==> src/rtl/gfx_mem_arbiter_pkg.sv <==
// Shared definitions for the framebuffer memory arbiter: engine indices, op codes, bus widths.
package gfx_mem_pkg;

  localparam logic OP_READ  = 1'b0;
  localparam logic OP_WRITE = 1'b1;

  localparam int GFX_ADDR_W      = 16;
  localparam int GFX_DATA_W      = 32;
  localparam int GFX_NUM_ENGINES = 4;

  typedef enum logic [1:0] {
    REQ_DISPLAY  = 2'd0,
    REQ_FILLRECT = 2'd1,
    REQ_LINE     = 2'd2,
    REQ_BLIT     = 2'd3
  } gfx_req_e;

endpackage

==> src/rtl/gfx_mem_arbiter_if.sv <==
// Engine-side request bus, read-return broadcast and memory command port of the arbiter.
interface gfx_mem_arbiter_if
  import gfx_mem_pkg::*;
#(
  parameter int NUM_REQ = GFX_NUM_ENGINES,
  parameter int ADDR_W  = GFX_ADDR_W,
  parameter int DATA_W  = GFX_DATA_W
);
  localparam int BE_W = DATA_W / 8;

  logic [NUM_REQ-1:0]        req_in_rts;
  logic [NUM_REQ-1:0]        req_out_rtr;
  logic [NUM_REQ-1:0]        req_in_op;
  logic [NUM_REQ*ADDR_W-1:0] req_in_addr;
  logic [NUM_REQ*DATA_W-1:0] req_in_data;
  logic [NUM_REQ*BE_W-1:0]   req_in_wben;
  logic [DATA_W-1:0]         bcast_out_data;
  logic [NUM_REQ-1:0]        bcast_out_xfc;
  logic                      mem_out_en;
  logic [BE_W-1:0]           mem_out_we;
  logic [ADDR_W-1:0]         mem_out_addr;
  logic [DATA_W-1:0]         mem_out_data;
  logic [DATA_W-1:0]         mem_in_data;

  modport slave (
    input  req_in_rts, req_in_op, req_in_addr, req_in_data, req_in_wben, mem_in_data,
    output req_out_rtr, bcast_out_data, bcast_out_xfc,
    output mem_out_en, mem_out_we, mem_out_addr, mem_out_data
  );

  modport master (
    output req_in_rts, req_in_op, req_in_addr, req_in_data, req_in_wben, mem_in_data,
    input  req_out_rtr, bcast_out_data, bcast_out_xfc,
    input  mem_out_en, mem_out_we, mem_out_addr, mem_out_data
  );

endinterface

==> src/rtl/gfx_mem_arbiter_rr_pick.sv <==
// Combinational round-robin picker: first asserted rts strictly after ptr, wrapping modulo NUM_REQ.
module gfx_rr_pick #(
  parameter int NUM_REQ = 4,
  parameter int IDX_W   = $clog2(NUM_REQ)
) (
  input  logic [NUM_REQ-1:0] rts,
  input  logic [IDX_W-1:0]   ptr,
  output logic [NUM_REQ-1:0] gnt,
  output logic [IDX_W-1:0]   idx,
  output logic               any
);

  logic [IDX_W-1:0] cand_s;
  logic             take_s;

  // Scan ptr+1 .. ptr+NUM_REQ; ptr itself is visited last so a lone requester still wins.
  always_comb begin
    gnt    = '0;
    idx    = '0;
    any    = 1'b0;
    cand_s = '0;
    take_s = 1'b0;
    for (int k = 1; k <= NUM_REQ; k++) begin
      cand_s      = IDX_W'((int'(ptr) + k) % NUM_REQ);
      take_s      = rts[cand_s] & ~any;
      gnt[cand_s] = gnt[cand_s] | take_s;
      idx         = take_s ? cand_s : idx;
      any         = any | take_s;
    end
  end

endmodule

==> src/rtl/gfx_mem_arbiter.sv <==
// Round-robin arbiter sharing one pipelined framebuffer SRAM port between graphics engines,
// with bounded bursts, registered memory commands and a tagged read-return broadcast.
module gfx_mem_arbiter
  import gfx_mem_pkg::*;
#(
  parameter int NUM_REQ   = GFX_NUM_ENGINES,
  parameter int ADDR_W    = GFX_ADDR_W,
  parameter int DATA_W    = GFX_DATA_W,
  parameter int RD_LAT    = 2,
  parameter int MAX_BURST = 4
) (
  input logic              clk,
  input logic              rst_,
  gfx_mem_arbiter_if.slave bus
);

  localparam int BE_W  = DATA_W / 8;
  localparam int IDX_W = $clog2(NUM_REQ);
  localparam int CNT_W = (MAX_BURST > 1) ? $clog2(MAX_BURST) : 1;

  logic [IDX_W-1:0]   owner_r;
  logic               owner_vld_r;
  logic [CNT_W-1:0]   burst_cnt_r;

  logic [NUM_REQ-1:0] pick_gnt_s;
  logic [IDX_W-1:0]   pick_idx_s;
  logic               pick_any_s;

  logic               keep_s;
  logic [NUM_REQ-1:0] gnt_s;
  logic [IDX_W-1:0]   gnt_idx_s;
  logic               gnt_any_s;
  logic [CNT_W-1:0]   cnt_nxt_s;

  logic               sel_op_s;
  logic [ADDR_W-1:0]  sel_addr_s;
  logic [DATA_W-1:0]  sel_data_s;
  logic [BE_W-1:0]    sel_wben_s;

  logic               mem_en_r;
  logic [BE_W-1:0]    mem_we_r;
  logic [ADDR_W-1:0]  mem_addr_r;
  logic [DATA_W-1:0]  mem_data_r;

  logic [RD_LAT:0]    tag_vld_r;
  logic [IDX_W-1:0]   tag_idx_r [0:RD_LAT];
  logic [NUM_REQ-1:0] xfc_r;
  logic [DATA_W-1:0]  bdata_r;

  gfx_rr_pick #(.NUM_REQ(NUM_REQ), .IDX_W(IDX_W)) u_pick (
    .rts (bus.req_in_rts),
    .ptr (owner_r),
    .gnt (pick_gnt_s),
    .idx (pick_idx_s),
    .any (pick_any_s)
  );

  // Grant selection: owner keeps the slot while its burst budget lasts, otherwise rotate.
  // owner_vld_r is clear only after reset, so the first grant always comes from the rotation.
  always_comb begin
    keep_s    = owner_vld_r && bus.req_in_rts[owner_r] &&
                (burst_cnt_r < CNT_W'(MAX_BURST - 1));
    gnt_s     = '0;
    gnt_idx_s = owner_r;
    gnt_any_s = 1'b0;
    cnt_nxt_s = burst_cnt_r;
    if (keep_s) begin
      gnt_s[owner_r] = 1'b1;
      gnt_any_s      = 1'b1;
      cnt_nxt_s      = burst_cnt_r + CNT_W'(1);
    end else if (pick_any_s) begin
      gnt_s     = pick_gnt_s;
      gnt_idx_s = pick_idx_s;
      gnt_any_s = 1'b1;
      // A lone owner wins the rotation again: the count stays saturated.
      cnt_nxt_s = (owner_vld_r && (pick_idx_s == owner_r)) ? burst_cnt_r : '0;
    end else begin
      gnt_s     = '0;
      gnt_any_s = 1'b0;
    end
  end

  // Fields of the granted requester.
  always_comb begin
    sel_op_s   = bus.req_in_op[gnt_idx_s];
    sel_addr_s = bus.req_in_addr[gnt_idx_s*ADDR_W +: ADDR_W];
    sel_data_s = bus.req_in_data[gnt_idx_s*DATA_W +: DATA_W];
    sel_wben_s = bus.req_in_wben[gnt_idx_s*BE_W +: BE_W];
  end

  // Owner pointer and burst counter advance only on a grant.
  always_ff @(posedge clk or negedge rst_) begin
    if (!rst_) begin
      owner_r     <= IDX_W'(NUM_REQ - 1);
      owner_vld_r <= 1'b0;
      burst_cnt_r <= '0;
    end else if (gnt_any_s) begin
      owner_r     <= gnt_idx_s;
      owner_vld_r <= 1'b1;
      burst_cnt_r <= cnt_nxt_s;
    end
  end

  // Memory command register; idle cycles drive an all-zero command.
  always_ff @(posedge clk or negedge rst_) begin
    if (!rst_) begin
      mem_en_r   <= 1'b0;
      mem_we_r   <= '0;
      mem_addr_r <= '0;
      mem_data_r <= '0;
    end else begin
      mem_en_r   <= gnt_any_s;
      mem_we_r   <= (gnt_any_s && (sel_op_s == OP_WRITE)) ? sel_wben_s : '0;
      mem_addr_r <= gnt_any_s ? sel_addr_s : '0;
      mem_data_r <= gnt_any_s ? sel_data_s : '0;
    end
  end

  // Read tag pipeline: stage k holds the read issued to memory k cycles ago.
  always_ff @(posedge clk or negedge rst_) begin
    if (!rst_) begin
      tag_vld_r <= '0;
      for (int k = 0; k <= RD_LAT; k++) tag_idx_r[k] <= '0;
    end else begin
      tag_vld_r[0] <= gnt_any_s && (sel_op_s == OP_READ);
      tag_idx_r[0] <= gnt_idx_s;
      for (int k = 1; k <= RD_LAT; k++) begin
        tag_vld_r[k] <= tag_vld_r[k-1];
        tag_idx_r[k] <= tag_idx_r[k-1];
      end
    end
  end

  // Register returning data and strobe; data holds between returns.
  always_ff @(posedge clk or negedge rst_) begin
    if (!rst_) begin
      xfc_r   <= '0;
      bdata_r <= '0;
    end else begin
      xfc_r   <= tag_vld_r[RD_LAT] ? (NUM_REQ'(1) << tag_idx_r[RD_LAT]) : '0;
      bdata_r <= tag_vld_r[RD_LAT] ? bus.mem_in_data : bdata_r;
    end
  end

  assign bus.req_out_rtr    = gnt_s;
  assign bus.mem_out_en     = mem_en_r;
  assign bus.mem_out_we     = mem_we_r;
  assign bus.mem_out_addr   = mem_addr_r;
  assign bus.mem_out_data   = mem_data_r;
  assign bus.bcast_out_xfc  = xfc_r;
  assign bus.bcast_out_data = bdata_r;

endmodule

==> src/flat_wrapper.sv <==
// flat-port wrapper written by rule: the top's interface ports become plain ports
module gfx_mem_arbiter_flat import gfx_mem_pkg::*;
#(
  parameter int NUM_REQ   = GFX_NUM_ENGINES,
  parameter int ADDR_W    = GFX_ADDR_W,
  parameter int DATA_W    = GFX_DATA_W,
  parameter int RD_LAT    = 2,
  parameter int MAX_BURST = 4
)
  (clk, rst_, bus_req_in_rts, bus_req_in_op, bus_req_in_addr, bus_req_in_data, bus_req_in_wben, bus_mem_in_data, bus_req_out_rtr, bus_bcast_out_data, bus_bcast_out_xfc, bus_mem_out_en, bus_mem_out_we, bus_mem_out_addr, bus_mem_out_data);
  gfx_mem_arbiter_if #(.NUM_REQ(NUM_REQ), .ADDR_W(ADDR_W), .DATA_W(DATA_W)) bus_i ();
  input logic clk;
  input logic rst_;
  input wire logic [$bits(bus_i.req_in_rts)-1:0] bus_req_in_rts;
  input wire logic [$bits(bus_i.req_in_op)-1:0] bus_req_in_op;
  input wire logic [$bits(bus_i.req_in_addr)-1:0] bus_req_in_addr;
  input wire logic [$bits(bus_i.req_in_data)-1:0] bus_req_in_data;
  input wire logic [$bits(bus_i.req_in_wben)-1:0] bus_req_in_wben;
  input wire logic [$bits(bus_i.mem_in_data)-1:0] bus_mem_in_data;
  output wire logic [$bits(bus_i.req_out_rtr)-1:0] bus_req_out_rtr;
  output wire logic [$bits(bus_i.bcast_out_data)-1:0] bus_bcast_out_data;
  output wire logic [$bits(bus_i.bcast_out_xfc)-1:0] bus_bcast_out_xfc;
  output wire logic [$bits(bus_i.mem_out_en)-1:0] bus_mem_out_en;
  output wire logic [$bits(bus_i.mem_out_we)-1:0] bus_mem_out_we;
  output wire logic [$bits(bus_i.mem_out_addr)-1:0] bus_mem_out_addr;
  output wire logic [$bits(bus_i.mem_out_data)-1:0] bus_mem_out_data;
  assign bus_i.req_in_rts = bus_req_in_rts;
  assign bus_i.req_in_op = bus_req_in_op;
  assign bus_i.req_in_addr = bus_req_in_addr;
  assign bus_i.req_in_data = bus_req_in_data;
  assign bus_i.req_in_wben = bus_req_in_wben;
  assign bus_i.mem_in_data = bus_mem_in_data;
  assign bus_req_out_rtr = bus_i.req_out_rtr;
  assign bus_bcast_out_data = bus_i.bcast_out_data;
  assign bus_bcast_out_xfc = bus_i.bcast_out_xfc;
  assign bus_mem_out_en = bus_i.mem_out_en;
  assign bus_mem_out_we = bus_i.mem_out_we;
  assign bus_mem_out_addr = bus_i.mem_out_addr;
  assign bus_mem_out_data = bus_i.mem_out_data;
  gfx_mem_arbiter #(.NUM_REQ(NUM_REQ), .ADDR_W(ADDR_W), .DATA_W(DATA_W), .RD_LAT(RD_LAT), .MAX_BURST(MAX_BURST)) u_core (.clk(clk), .rst_(rst_), .bus(bus_i));
endmodule
==> config.mk <==
export PLATFORM = sky130hd
export DESIGN_NAME = gfx_mem_arbiter_flat
export DESIGN_NICKNAME = d
export VERILOG_FILES = /design/src/rtl/gfx_mem_arbiter_pkg.sv /design/src/rtl/gfx_mem_arbiter_if.sv /design/src/rtl/gfx_mem_arbiter_rr_pick.sv /design/src/rtl/gfx_mem_arbiter.sv /design/src/flat_wrapper.sv
export SDC_FILE = /design/constraint.sdc
export NUM_CORES = 1
export LEC_CHECK = 0
export ABC_AREA = 1
export ABC_CLOCK_PERIOD_IN_PS = 7100
export BUFFER_PORTS_ARGS = -buffer_cell sky130_fd_sc_hd__buf_2
export CAP_MARGIN = 10
export CORE_AREA = 2 2 134 136
export DETAILED_ROUTE_END_ITERATION = 8
export DIE_AREA = 0 0 136 138
export REMOVE_ABC_BUFFERS = 1
export SLEW_MARGIN = 0
export SYNTH_ARGS = -nofsm -noshare
export SYNTH_HDL_FRONTEND = slang
export SYNTH_SLANG_ARGS = --single-unit
==> constraint.sdc <==
create_clock -name clk -period 7.1 [get_ports clk]
set_input_delay 0.71 -clock clk [delete_from_list [all_inputs] [get_ports clk]]
set_output_delay 0.71 -clock clk [all_outputs]
set_load 0.01 [all_outputs]
Yosys cells after proc, flatten, opt, wreduce, memory -nomap -nowiden
Cells that the tools add are included.
W data, S select, Z words.
{"block": "totals", "in_bits": 250, "wordCells": 113, "out_inout_bits": 93, "ff_bits": 103}
{"block": "classes", "n_mux": 50, "order_cmp": 12, "reduce_logical": 12, "n_eq_ne": 2, "addsub": 5, "shift": 4, "n_bitwise": 15}
{"op": "$shiftx A128 B8 Y32", "n": 1}
{"op": "$shiftx A64 B7 Y16", "n": 1}
{"op": "$mux W32", "n": 1}
{"op": "$bmux W1 S2", "n": 10}
{"op": "$lt A2 B3 Y1 const B", "n": 6}
{"op": "$mux W2", "n": 9}
{"op": "$mux W1", "n": 17}
{"op": "$mux W16", "n": 1}
{"op": "$mux W4", "n": 4}
{"op": "$shiftx A16 B5 Y4", "n": 1}
{"op": "$bwmux W4", "n": 3}
{"op": "$demux W1 S2", "n": 5}
{"op": "$ge A2 B1 Y1 const B", "n": 5}
{"op": "$logic_and A1 B1 Y1", "n": 10}
{"op": "$or A1 B1 Y1", "n": 7}
{"op": "$add A2 B1 Y2 const B", "n": 3}
{"op": "$add A2 B2 Y2 const B", "n": 2}
{"op": "$and A4 B4 Y4", "n": 1}
{"op": "$not A1 Y1", "n": 4}
{"op": "$shl A1 B2 Y4 const A", "n": 1}
{"op": "$and A1 B1 Y1", "n": 3}
{"op": "$reduce_and A3 Y1", "n": 1}
{"op": "$eq A2 B2 Y1", "n": 1}
{"op": "$lt A2 B2 Y1 const B", "n": 1}
{"op": "2 further kinds", "n": 2}

Depth between registers and ports, before layout
Gate-level depths: netlist of the first run.
{"block": "depth", "depth_word": 20, "ltp_mapped": 20, "mapped_depth_nobuf": 19}

Hierarchy
A second synthesis of the first run with hierarchy kept.
{"block": "hier_totals", "cells_unflattened": 1004, "hier_area_um2": 6543.8}
{"mod": "gfx_mem_arbiter", "seq_area_each_um2": 2580.0, "area_each_um2": 5964.5, "instances": 1, "cells_each": 899}
{"mod": "gfx_rr_pick", "seq_area_each_um2": 0.0, "area_each_um2": 579.3, "instances": 1, "cells_each": 105}

Worst setup path before layout of the first run
OpenSTA, ideal clock, no wires.
{"block": "synth_timing", "kind": "register -> output", "startpoint": "register u_core.owner_r[0]", "endpoint": "output bus_req_out_rtr[0]", "path_slack_ps": 3831, "n_path_buf": 1, "required_ps": 6390, "path_stages_with_launch": 20, "arrival_ps": 2559, "cell_sequence": "dfstp_2 inv_2 buf_6 ha_1 inv_1 nand3_1 nand2_2 inv_1 nand2_1 nand3_1 nand3_1 nand3_1 nand2_1 nand3_1 nand3_1 nand3_1 nand2_1 nand3_1 nand2_1 nand2_1"}
{"block": "synth_between", "elab_chain_cells": 20, "word_cells_on_any_way": 68, "classes_between": "4 x add/sub; 10 x order compare; 33 x mux; 14 x bitwise; 7 x reduce/logical"}
{"item": "start: declaration", "line_no": "gfx_mem_arbiter.sv:21", "rtl": "logic [IDX_W-1:0] owner_r;"}
{"item": "start signal: assignment", "line_no": "gfx_mem_arbiter.sv:94", "rtl": "owner_r <= IDX_W'(NUM_REQ - 1);"}
{"item": "start signal: assignment", "line_no": "gfx_mem_arbiter.sv:98", "rtl": "owner_r <= gnt_idx_s;"}
{"item": "$add A2 B1 Y2", "line_no": "gfx_mem_arbiter_rr_pick.sv:24", "rtl": "cand_s = IDX_W'((int'(ptr) + k) % NUM_REQ);"}
{"item": "$lt A2 B3 Y1 (not written as such) / $ge A2 B1 Y1 (equally long branches)", "line_no": "gfx_mem_arbiter_rr_pick.sv:26", "rtl": "gnt[cand_s] = gnt[cand_s] | take_s;"}
{"item": "$logic_and A1 B1 Y1 (not written as such)", "line_no": "gfx_mem_arbiter_rr_pick.sv:26"}
{"item": "$mux W1 (not written as such)", "line_no": "gfx_mem_arbiter_rr_pick.sv:26"}
{"item": "$demux W1 S2", "line_no": "gfx_mem_arbiter_rr_pick.sv:26"}
{"item": "$and A4 B4 Y4 (no source line)"}
{"item": "$bmux W1 S2", "line_no": "gfx_mem_arbiter_rr_pick.sv:26"}
{"item": "$mux W1 (not written as such)", "line_no": "gfx_mem_arbiter_rr_pick.sv:26"}
{"item": "(+4 left out)"}
{"item": "$or A1 B1 Y1", "line_no": "gfx_mem_arbiter_rr_pick.sv:26"}
{"item": "$bwmux W4", "line_no": "gfx_mem_arbiter_rr_pick.sv:26"}
{"item": "$bmux W1 S2", "line_no": "gfx_mem_arbiter_rr_pick.sv:26"}
{"item": "$mux W1 (not written as such)", "line_no": "gfx_mem_arbiter_rr_pick.sv:26"}
{"item": "$or A1 B1 Y1", "line_no": "gfx_mem_arbiter_rr_pick.sv:26"}
{"item": "$bwmux W4", "line_no": "gfx_mem_arbiter_rr_pick.sv:26"}
{"item": "$mux W4", "line_no": "gfx_mem_arbiter.sv:71", "rtl": "end else if (pick_any_s) begin"}
{"item": "$mux W4 *", "line_no": "gfx_mem_arbiter.sv:67", "rtl": "if (keep_s) begin"}
{"item": "end: declaration", "line_no": "flat_wrapper.sv:20", "rtl": "output wire logic [$bits(bus_i.req_out_rtr)-1:0] bus_req_out_rtr;"}
Every way passes the cells marked *; elsewhere a longest branch is shown, timed or not. The select of a mux whose other input is x is not followed.

Final worst setup path of the first run
{"block": "layout_timing", "startpoint": "register u_core.owner_r[0]", "endpoint": "output bus_req_out_rtr[3]"}
Same word-level chain as after synthesis.

==> results of run 1 <==
==> Yosys cell counts, drive strengths merged (2+ instances only) <==
cell,n,area (um^2)
a21oi,58,290
o21bai,52,390
nor2,110,413
dfrtp,101,2530
nand3,33,175
dfstp,2,52.6
nor3,5,30.0
o21ai,120,627
clkinv,2,7.51
buf,32,194
clkbuf,15,56.3
inv,27,101
ha,9,113
nand2,149,582
==> power groups by stage <==
stage | combinational (mW) | clock (mW) | sequential, mW
4_1_cts | 3.41 | 0.535 | 1.08
6_report | 3.38 | 0.519 | 1.08
3_5_place_dp | 3.41 | 0 | 1.09
2_1_floorplan | 2.20 | 0 | 1.20
5_1_grt | 3.83 | 0.557 | 1.11
3_3_place_gp | 3.39 | 0 | 1.08
==> how the worst max path moves through the flow <==
stage	from	depth (start not counted)	to	slack, ps
after detailed placement	u_core.owner_r[0]	17	u_core.bus.mem_out_data[8]	2890
after global placement	u_core.owner_r[0]	17	u_core.bus.mem_out_addr[10]	2920
after global routing	u_core.owner_r[0]	19	bus_req_out_rtr[1]	2380
final	u_core.owner_r[0]	19	bus_req_out_rtr[3]	2770
after floorplan	u_core.owner_r[0]	15	u_core.bus.mem_out_we[0]	3150
after CTS	u_core.owner_r[0]	19	bus_req_out_rtr[3]	2780
==> layer usage <==
layer	vias up	part of all wire (%)	routed length [um]	global-route usage, %
li1	3004	-	-	-
met2	282	48	9700	35.6
met4	0	2.1	430	7.07
met1	2665	41	8180	24.6
met5	-	0	0	0
met3	32	8.9	1780	5.54
==> cell families after synthesis <==
family | Yosys count
flip-flops | 103
buffers and inverters | 76
AO/OA/AOI/OAI | 233
adder cells (fa/ha/maj) | 9
AND/OR/NAND/NOR | 298
XOR/XNOR | 1
==> sequential cells by signal, indices dropped and copies added, names as in the netlist <==
register and count:
u_core.bus.mem_out_en 1, u_core.tag_vld_r 3, u_core.tag_idx_r 6, u_core.bus.bcast_out_data 32, u_core.bus.mem_out_addr 16, u_core.bus.bcast_out_xfc 4
u_core.burst_cnt_r 2, u_core.bus.mem_out_data 32, u_core.owner_r 2, u_core.owner_vld_r 1, u_core.bus.mem_out_we 4
==> through the flow <==
step,area [um^2],power [mW],cells,hold WS (ps)
floorplan,5350,3.40,673,331
global placement,7390,4.47,1249,333
detailed placement,7390,4.49,1249,335
CTS,7690,5.03,1265,352
global route,7690,5.50,1265,357
finish,7690,4.98,1265,348
==> area by class of cell <==
| cell class | instances | area [um^2] |
|---|---|---|
| inverters | 29 | 110 |
| repair buffers | 347 | 1750 |
| clock buffers | 10 | 229 |
| flip-flops and latches | 103 | 2580 |
| fillers | 1865 | 9840 |
| clock inverters | 6 | 76.3 |
| multi-input cells | 541 | 2660 |
| well taps | 229 | 287 |
==> worst max-delay path: stages, from the launching register on <==
cell and delay [ps]:
dfstp_2 740, inv_2 200, ha_1 380, inv_1 160, nand3_1 130, nand2_2 140
inv_1 110, nand2_1 190, nand3_1 130, nand3_1 110, nand3_1 80, nand2_1 130
nand3_1 120, nand3_1 100, nand3_1 80, nand2_1 140, nand3_1 90, nand2_1 60
nand2_1 40, buf_2 140
==> results.yml, run 1 <==
floorplan:
  die_h_um: 138
  num_rows: 49
  initial_utilization_pct: 31.9
  core_area_um2: 17500
  ioPinCount: 343
  die_x_um: 136
  dieArea_um2: 18800
pwr:
  ir_drop_mv: 0.501
  clkPwrFrac_pct: 10.4
  p_leak_nw: 4.06
  intPower_mw: 2.44
  p_sw_mw: 2.54
  p_sw_share_pct: 51.0
  comb_power_share_pct: 67.9
  cellPowerDensity_nw_per_um2: 647
  seq_power_share_pct: 21.6
setup_path:
  worst-setup-path-type: "reg2out"
  r2r-start: "u_core.owner_r[0]"
  rrSetupSlack_ps: 2890
  critPathArrivalTime_ps: 3620
  reg2reg_depth: 17
  worstSetupStartpointType: "flip-flop"
  setup.worst_path.end_class: "primary output"
  timing.rr.end: "u_core.bus.mem_out_data[28]"
  crit_path_max_fanout: 18
  cp_data_required_time_ps: 6390
detailed_routing:
  routed_via_density: 4.73
  dr.pass1.iters: 5
  wire_per_inst_um: 15.9
  first_iter_violations: 303
  antenna_left: 0
  vias: 5983
  drc: 0
  drt_wl_total_mm: 20.1
placed_design:
  numPortBuffers: 342
  gp_congestion: 0.874
  pre_cts_slack_ps: 2890
  post-dp-hpwl_mm: 14.7
timing:
  fin_tns_setup_ps: 0
  max_freq_mhz: 231
  timing.final.hold_violations: 0
  worstMarginPinSlew_ps: 1140
  skew_ps: 11.4
  report.final.slew_viol_count: 0
  min_period_ps: 4330
  finalSetupViolCount: 0
  finalCritPeriodShare_pct: 61.0
  setup_ws_ps: 2770
  relSlewSlack_pct: 24.1
  rsz0062_at_grt: "false"
clock_network:
  clk_pin_slew_ps: 80
  post_cts_resized: 0
  root_buffer: "clkbuf_16"
  cts_tree: "yes"
  post_cts_buffers: 0
  clk_latency_ps: 350
  clock-sinks: 103
  hold_buffers: 0
  cts_buffers: 9
  htree_levels: 3
  cts.path.max_buffers: 2
synth:
  synthXorXnorAreaFrac_pct: 0.156
  ys_seq_area_share_pct: 46.1
  yosysWarnings: 0
  synth_compound_area_share_pct: 23.8
  synth_cell_type_count: 29
  yosys.area_share.adder_pct: 2.01
  synth_edf_count: 0
  synth_top_family_by_area: "compound AO/OA/AOI/OAI gates"
  syn_inst: 720
  ys.flop_type: "dfrtp_1"
  ys_seq_elements: 103
  synthSimpleGateAreaFrac_pct: 21.5
  async_reset_ff_share_pct: 100
  synth.avg_cell_area_um2: 7.78
  syn_area_um2: 5600
  synth.mux.area_fraction_pct: 0
grt:
  grt-ovfl-total: 0
  grt_pass1_vias: 5556
  grt_pass1_wl_mm: 30.2
  grt_start_max_net_pins: 109
  antenna_found_initial: 1
  track_usage_pct: 20.6
final_layout:
  utilization_pct: 43.9
  diodes: 0
  layout-drive-gt1-share_pct: 37.0
  final_common_cell: "buf_2"
  final_cell_mix: "buf_2, nand2_1, nor2_1"
  syn2layout_area_growth_pct: 37.4
  nets: 1290
job:
  maxCapViolations: 0
hold_path:
  hp-class: "in2async"
run_status:
  outcome: "finished clean"
No activity file was read; power rests on OpenSTA's default activity.
==> run 2: changes to the inputs <==
ABC_CLOCK_PERIOD_IN_PS = 3800   (was 7100)
PLACE_DENSITY = 0.66   (was unset)
clock period = 3.8 ns   (was 7.1 ns; I/O delays follow)
==> run 2 against run 1 <==
Final cell count up 0.55%; clock skew up 6.4 ps; non-clock buffer count up 8; hold slack worse by 350 ps; via count up 1.3%; flip-flop and latch count unchanged; register-to-register slack worse by 2400 ps; sequential power up 79%; combinational power up 100%; design area up 1.6%; first-iteration DRC count up 15%; worst setup slack worse by 2400 ps; largest power group unchanged.
==> results.yml, run 2 (same netlist as run 1, synthesis figures left out) <==
timing:
  fin_tns_setup_ps: 0
  finalCritPeriodShare_pct: 91.3
  min_period_ps: 3470
  finalSetupViolCount: 0
  worstMarginPinSlew_ps: 970
  skew_ps: 17.8
  max_freq_mhz: 288
  relSlewSlack_pct: 34.9
  report.final.slew_viol_count: 0
  rsz0062_at_grt: "false"
  timing.final.hold_violations: 0
pwr:
  p_leak_nw: 4.11
  cellPowerDensity_nw_per_um2: 1230
  ir_drop_mv: 1.10
setup_path:
  worst-setup-path-type: "reg2out"
  crit_path_max_fanout: 14
  setup.worst_path.end_class: "primary output"
  worstSetupStartpointType: "flip-flop"
  cp_data_required_time_ps: 3420
  critPathArrivalTime_ps: 3090
  rrSetupSlack_ps: 490
grt:
  antenna_found_initial: 0
  track_usage_pct: 20.4
  grt_start_max_net_pins: 109
  grt_pass1_wl_mm: 30.0
  grt_pass1_vias: 5725
  grt-ovfl-total: 0
floorplan:
  ioPinCount: 343
  num_rows: 49
  initial_utilization_pct: 31.9
  dieArea_um2: 18800
  die_x_um: 136
  core_area_um2: 17500
  die_h_um: 138
clock_network:
  clock-sinks: 103
  clk_pin_slew_ps: 80
  clk_latency_ps: 360
  cts_buffers: 9
  cts.path.max_buffers: 2
  htree_levels: 3
  root_buffer: "clkbuf_16"
  cts_tree: "yes"
  hold_buffers: 0
final_layout:
  fillCellCount: 1769
  layout-drive-gt1-share_pct: 37.9
  final_common_cell: "buf_2"
  nets: 1298
  final_cells: 1272
  diodes: 0
  syn2layout_area_growth_pct: 39.6
  final_cell_mix: "buf_2, nand2_1, nor2_1"
  final_area_um2: 7820
detailed_routing:
  first_iter_violations: 349
  antenna_left: 0
  drc: 0
  drt_wl_total_mm: 19.7
  routed_via_density: 4.76
  vias: 6060
  dr.pass1.iters: 7
  wire_per_inst_um: 15.5
hold_path:
  hp-class: "in2async"
run_status:
  outcome: "finished clean"
placed_design:
  gp_congestion: 0.886
  place_area_um2: 7520
  numPortBuffers: 342
  placedCellCount: 1256
  post-dp-hpwl_mm: 14.5
job:
  maxCapViolations: 0
==> run 2: power breakdown <==
part	internal, mW	switching, mW
combinational	2.58	4.21
sequential	1.73	0.193
clock	0.452	0.444
total	4.77	4.85
==> run 2: what timing repair did <==
| action | CTS | global route |
|---|---|---|
| resized for setup | 0 | 3 |
| endpoints found under the hold margin | 0 | 0 |
| setup buffers | 0 | 1 |
| endpoints found under the setup margin | 0 | 18 |
==> run 2: worst max-delay path: stages (launching register included) <==
cell     delay, ps
dfstp_2        550
inv_2          130
ha_4           320
inv_2           60
nand3_1        110
nand2_2        120
nand3_1         90
nand3_1         70
nand2_1        150
nand3_1        110
nand3_1         80
nand3_1         80
nand2_1        140
nand3_1        110
nand3_1         80
nand3_1         80
nand2_1        140
nand3_1         90
nand2_1         60
nand2_1         50
buf_2          140
==> run 2: worst paths after layout <==
| path | startpoint | endpoint | cells after the start |
|---|---|---|---|
| max | u_core.owner_r[0] | bus_req_out_rtr[0] | 20 |
| min | rst_ | u_core.bus.bcast_out_data[29] | 1 |
| max reg2reg | u_core.owner_r[0] | u_core.bus.mem_out_data[19] | 17 |
| min reg2reg | u_core.tag_vld_r[1] | u_core.tag_vld_r[2] | 0 |
| max in group asynchronous | rst_ | u_core.owner_r[1] | 2 |
| min in group clk | bus_mem_in_data[26] | u_core.bus.bcast_out_data[26] | 3 |
==> run 2: metal layers <==
metal	global-route usage [%]	wire length, um	vias up
met2	34.0	9320	294
met5	0	0	-
li1	-	-	3017
met4	6.63	408	0
met3	4.58	1740	24
met1	26.0	8280	2725
==> run 2: layout make-up <==
cell class / instances / area [um^2] / share of cell area [%]
Inverter: 29 / 110 / 1.41
Clock buffer: 9 / 225 / 2.88
Sequential cell: 103 / 2580 / 33.0
Multi-Input combinational cell: 541 / 2680 / 34.2
Timing Repair Buffer: 355 / 1890 / 24.1
Clock inverter: 6 / 53.8 / 0.688
Tap cell: 229 / 287 / 3.67
==> run 2: per-stage QoR <==
stage	util (%)	total power, mW	hold slack (ps)	setup WS [ps]
6_report	44.6	9.62	1.37	331
3_3_place_gp	42.9	8.68	332	316
3_5_place_dp	42.9	8.74	335	269
5_1_grt	44.6	10.7	29.4	2.94
2_1_floorplan	-	6.35	84.4	-153
4_1_cts	44.5	9.67	12.5	4.09
==> run 3: changes to the inputs <==
ABC_AREA = unset   (was 1)
ABC_CLOCK_PERIOD_IN_PS = 4400   (was 3800)
PLACE_DENSITY = unset   (was 0.66)
clock period = 4.4 ns   (was 3.8 ns; I/O delays follow)
==> run 3 against run 2 <==
Critical endpoint is now bus_req_out_rtr[2]; sequential share of layout area about the same; core utilization increased by 0.086 points; critical path type unchanged; synthesized cell count decreased by 46%; clock-buffer cell count increased by 2.
==> results.yml, run 3 <==
timing:
  fin_tns_setup_ps: 0
  finalSetupViolCount: 0
  min_period_ps: 4230
  timing.final.hold_violations: 0
  rsz0062_at_grt: "false"
  report.final.slew_viol_count: 0
  worstMarginPinSlew_ps: 843
  skew_ps: 12.3
  holdWs_ps: 194
  relSlewSlack_pct: 43.8
  finalCritPeriodShare_pct: 96.2
  max_freq_mhz: 236
  setup_ws_ps: 166
grt:
  use_met2_pct: 33.5
  grt_pass1_vias: 5118
  grt-ovfl-total: 0
  busiest_layer: "met2"
  grt_start_max_net_pins: 70
  met3_usage_pct: 3.63
  met1_usage_pct: 22.7
  antenna_found_initial: 1
  track_usage_pct: 18.9
  grt_pass1_wl_mm: 27.2
final_layout:
  final_common_cell: "buf_2"
  layout-drive-gt1-share_pct: 64.2
  fillCellCount: 1681
  syn2layout_area_growth_pct: 40.0
  utilization_pct: 44.7
  regArea_um2: 2580
  multi_input_comb_area_um2: 2750
  final_cell_mix: "buf_2, dfrtp_1, mux4_2"
  nets: 986
synth:
  synth_edf_count: 0
  async_reset_ff_share_pct: 100
  ys_seq_elements: 103
  yosysWarnings: 0
  netlist.area_leader.share_pct: 45.2
  syn_inst: 391
  synth_cell_type_count: 60
  syn_area_um2: 5590
  synth.avg_cell_area_um2: 14.3
  synth_area_leaders: "dfrtp_1, mux4_2, mux2_2, and2_1, mux2i_1"
  yosysTopAreaCell: "dfrtp_1"
  ys.flop_type: "dfrtp_1"
  yosys-top-cells-count: "dfrtp_1, mux4_2, and2_1"
  yosysMostFrequentCell: "dfrtp_1"
  ys_seq_area_share_pct: 46.1
clock_network:
  clk_latency_ps: 350
  cts_tree: "yes"
  cts_buffers: 9
  root_buffer: "clkbuf_16"
  cts.path.max_buffers: 2
  clk_pin_slew_ps: 80
  clock-sinks: 103
  hold_buffers: 0
  htree_levels: 3
placed_design:
  post-dp-hpwl_mm: 14.3
  numPortBuffers: 342
  gp_congestion: 0.931
  pre_cts_slack_ps: 467
pwr:
  p_sw_mw: 2.43
  p_sw_share_pct: 38.1
  comb_power_share_pct: 60.7
  cellPowerDensity_nw_per_um2: 814
  design_power_total_mw: 6.38
  ir_drop_mv: 0.309
  seq_power_share_pct: 25.7
  clkPwrFrac_pct: 13.7
  p_leak_nw: 3.82
  intPower_mw: 3.95
floorplan:
  num_rows: 49
  dieArea_um2: 18800
  core_area_um2: 17500
  initial_utilization_pct: 31.9
  die_h_um: 138
  ioPinCount: 343
  die_x_um: 136
setup_path:
  reg2reg_depth: 10
  slowest_stage: "dfstp_4"
  crit_chain: "inv_2 -> ha_2 -> mux4_2 -> mux2i_1 -> a221o_1 -> a31oi_2 -> mux2i_1 -> a2111o_1 -> a31oi_1 -> buf_2"
  critPathArrivalTime_ps: 3790
  worstSetupStartpointType: "flip-flop"
  rrSetupSlack_ps: 930
  cp_data_required_time_ps: 3960
  worst-setup-path-type: "reg2out"
  timing.rr.end: "u_core.bus.mem_out_data[4]"
  max_stage_delay_ps: 730
  crit_top_cell: "mux2i_1"
  setup.worst_path.end_class: "primary output"
  r2r-start: "u_core.owner_r[1]"
  crit_path_max_fanout: 14
detailed_routing:
  dr.pass1.iters: 4
  drc: 0
  routed_via_density: 4.96
  drt_wl_total_mm: 17.8
  vias: 4780
  wire_per_inst_um: 18.5
  first_iter_violations: 131
  antenna_left: 0
run_status:
  outcome: "finished clean"
hold_path:
  hp-class: "in2async"
job:
  maxCapViolations: 0
==> run 3: repair_timing <==
| item | 4_1_cts | 5_1_grt |
|---|---|---|
| setup buffers | 0 | 1 |
| resized for setup | 0 | 3 |
| setup endpoints to repair | 0 | 4 |
==> run 3: worst max-delay path: cells and delay by family, from the launching register on <==
family	cells	cell delay [ps]
AO/OA/AOI/OAI	4	1170
adder cells (fa/ha/maj)	1	420
multiplexers	3	850
buffers and inverters	2	260
flip-flops	1	730
==> run 3: worst max path at each step <==
stage,slack [ps],to,from,cells past startpoint
floorplan,-8,u_core.bus.mem_out_addr[0],u_core.owner_r[0],9
global placement,550,bus_req_out_rtr[3],u_core.owner_r[1],10
detailed placement,470,bus_req_out_rtr[2],u_core.owner_r[1],10
CTS,80,bus_req_out_rtr[2],u_core.owner_r[1],10
global route,10,bus_req_out_rtr[2],u_core.owner_r[1],10
finish,170,bus_req_out_rtr[2],u_core.owner_r[1],10
==> run 3: cell type report <==
| class | instances | share of cell area [%] |
|---|---|---|
| multi-input cells | 249 | 35.1 |
| diodes | 2 | 0.0639 |
| flip-flops and latches | 103 | 33.0 |
| clock inverters | 5 | 0.927 |
| repair buffers | 353 | 23.4 |
| clock buffers | 11 | 3.23 |
| inverters | 11 | 0.591 |
| well taps | 229 | 3.66 |
==> run 3: stage by stage <==
| stage | instances | instance area [um^2] |
|---|---|---|
| floorplan | 363 | 5370 |
| global placement | 944 | 7480 |
| detailed placement | 944 | 7480 |
| CTS | 960 | 7810 |
| global route | 962 | 7830 |
| finish | 963 | 7830 |
==> run 3: kinds of logic after synthesis <==
logic type | Yosys count | synth area share (%)
adders and majority gates | 9 | 2.01
muxes | 101 | 30.6
and+or+nand+nor | 97 | 10.7
DFF | 103 | 46.1
AOI/OAI and AO/OA | 42 | 5.77
buffers and inverters | 39 | 4.85
==> run 3: power by group through the flow <==
stage | Combinational [mW] | Sequential, mW | Clock [mW]
2_1_floorplan | 2.32 | 1.91 | 0
3_3_place_gp | 3.85 | 1.64 | 0
3_5_place_dp | 3.89 | 1.65 | 0
4_1_cts | 3.89 | 1.64 | 0.904
5_1_grt | 4.23 | 1.69 | 0.930
6_report | 3.87 | 1.64 | 0.872
==> run 3: metal layers <==
| metal | share of wire (%) | wire, um |
|---|---|---|
| met1 | 39 | 6990 |
| met2 | 51 | 9130 |
| met3 | 7.5 | 1340 |
| met4 | 2.1 | 369 |
| met5 | 0 | 0 |
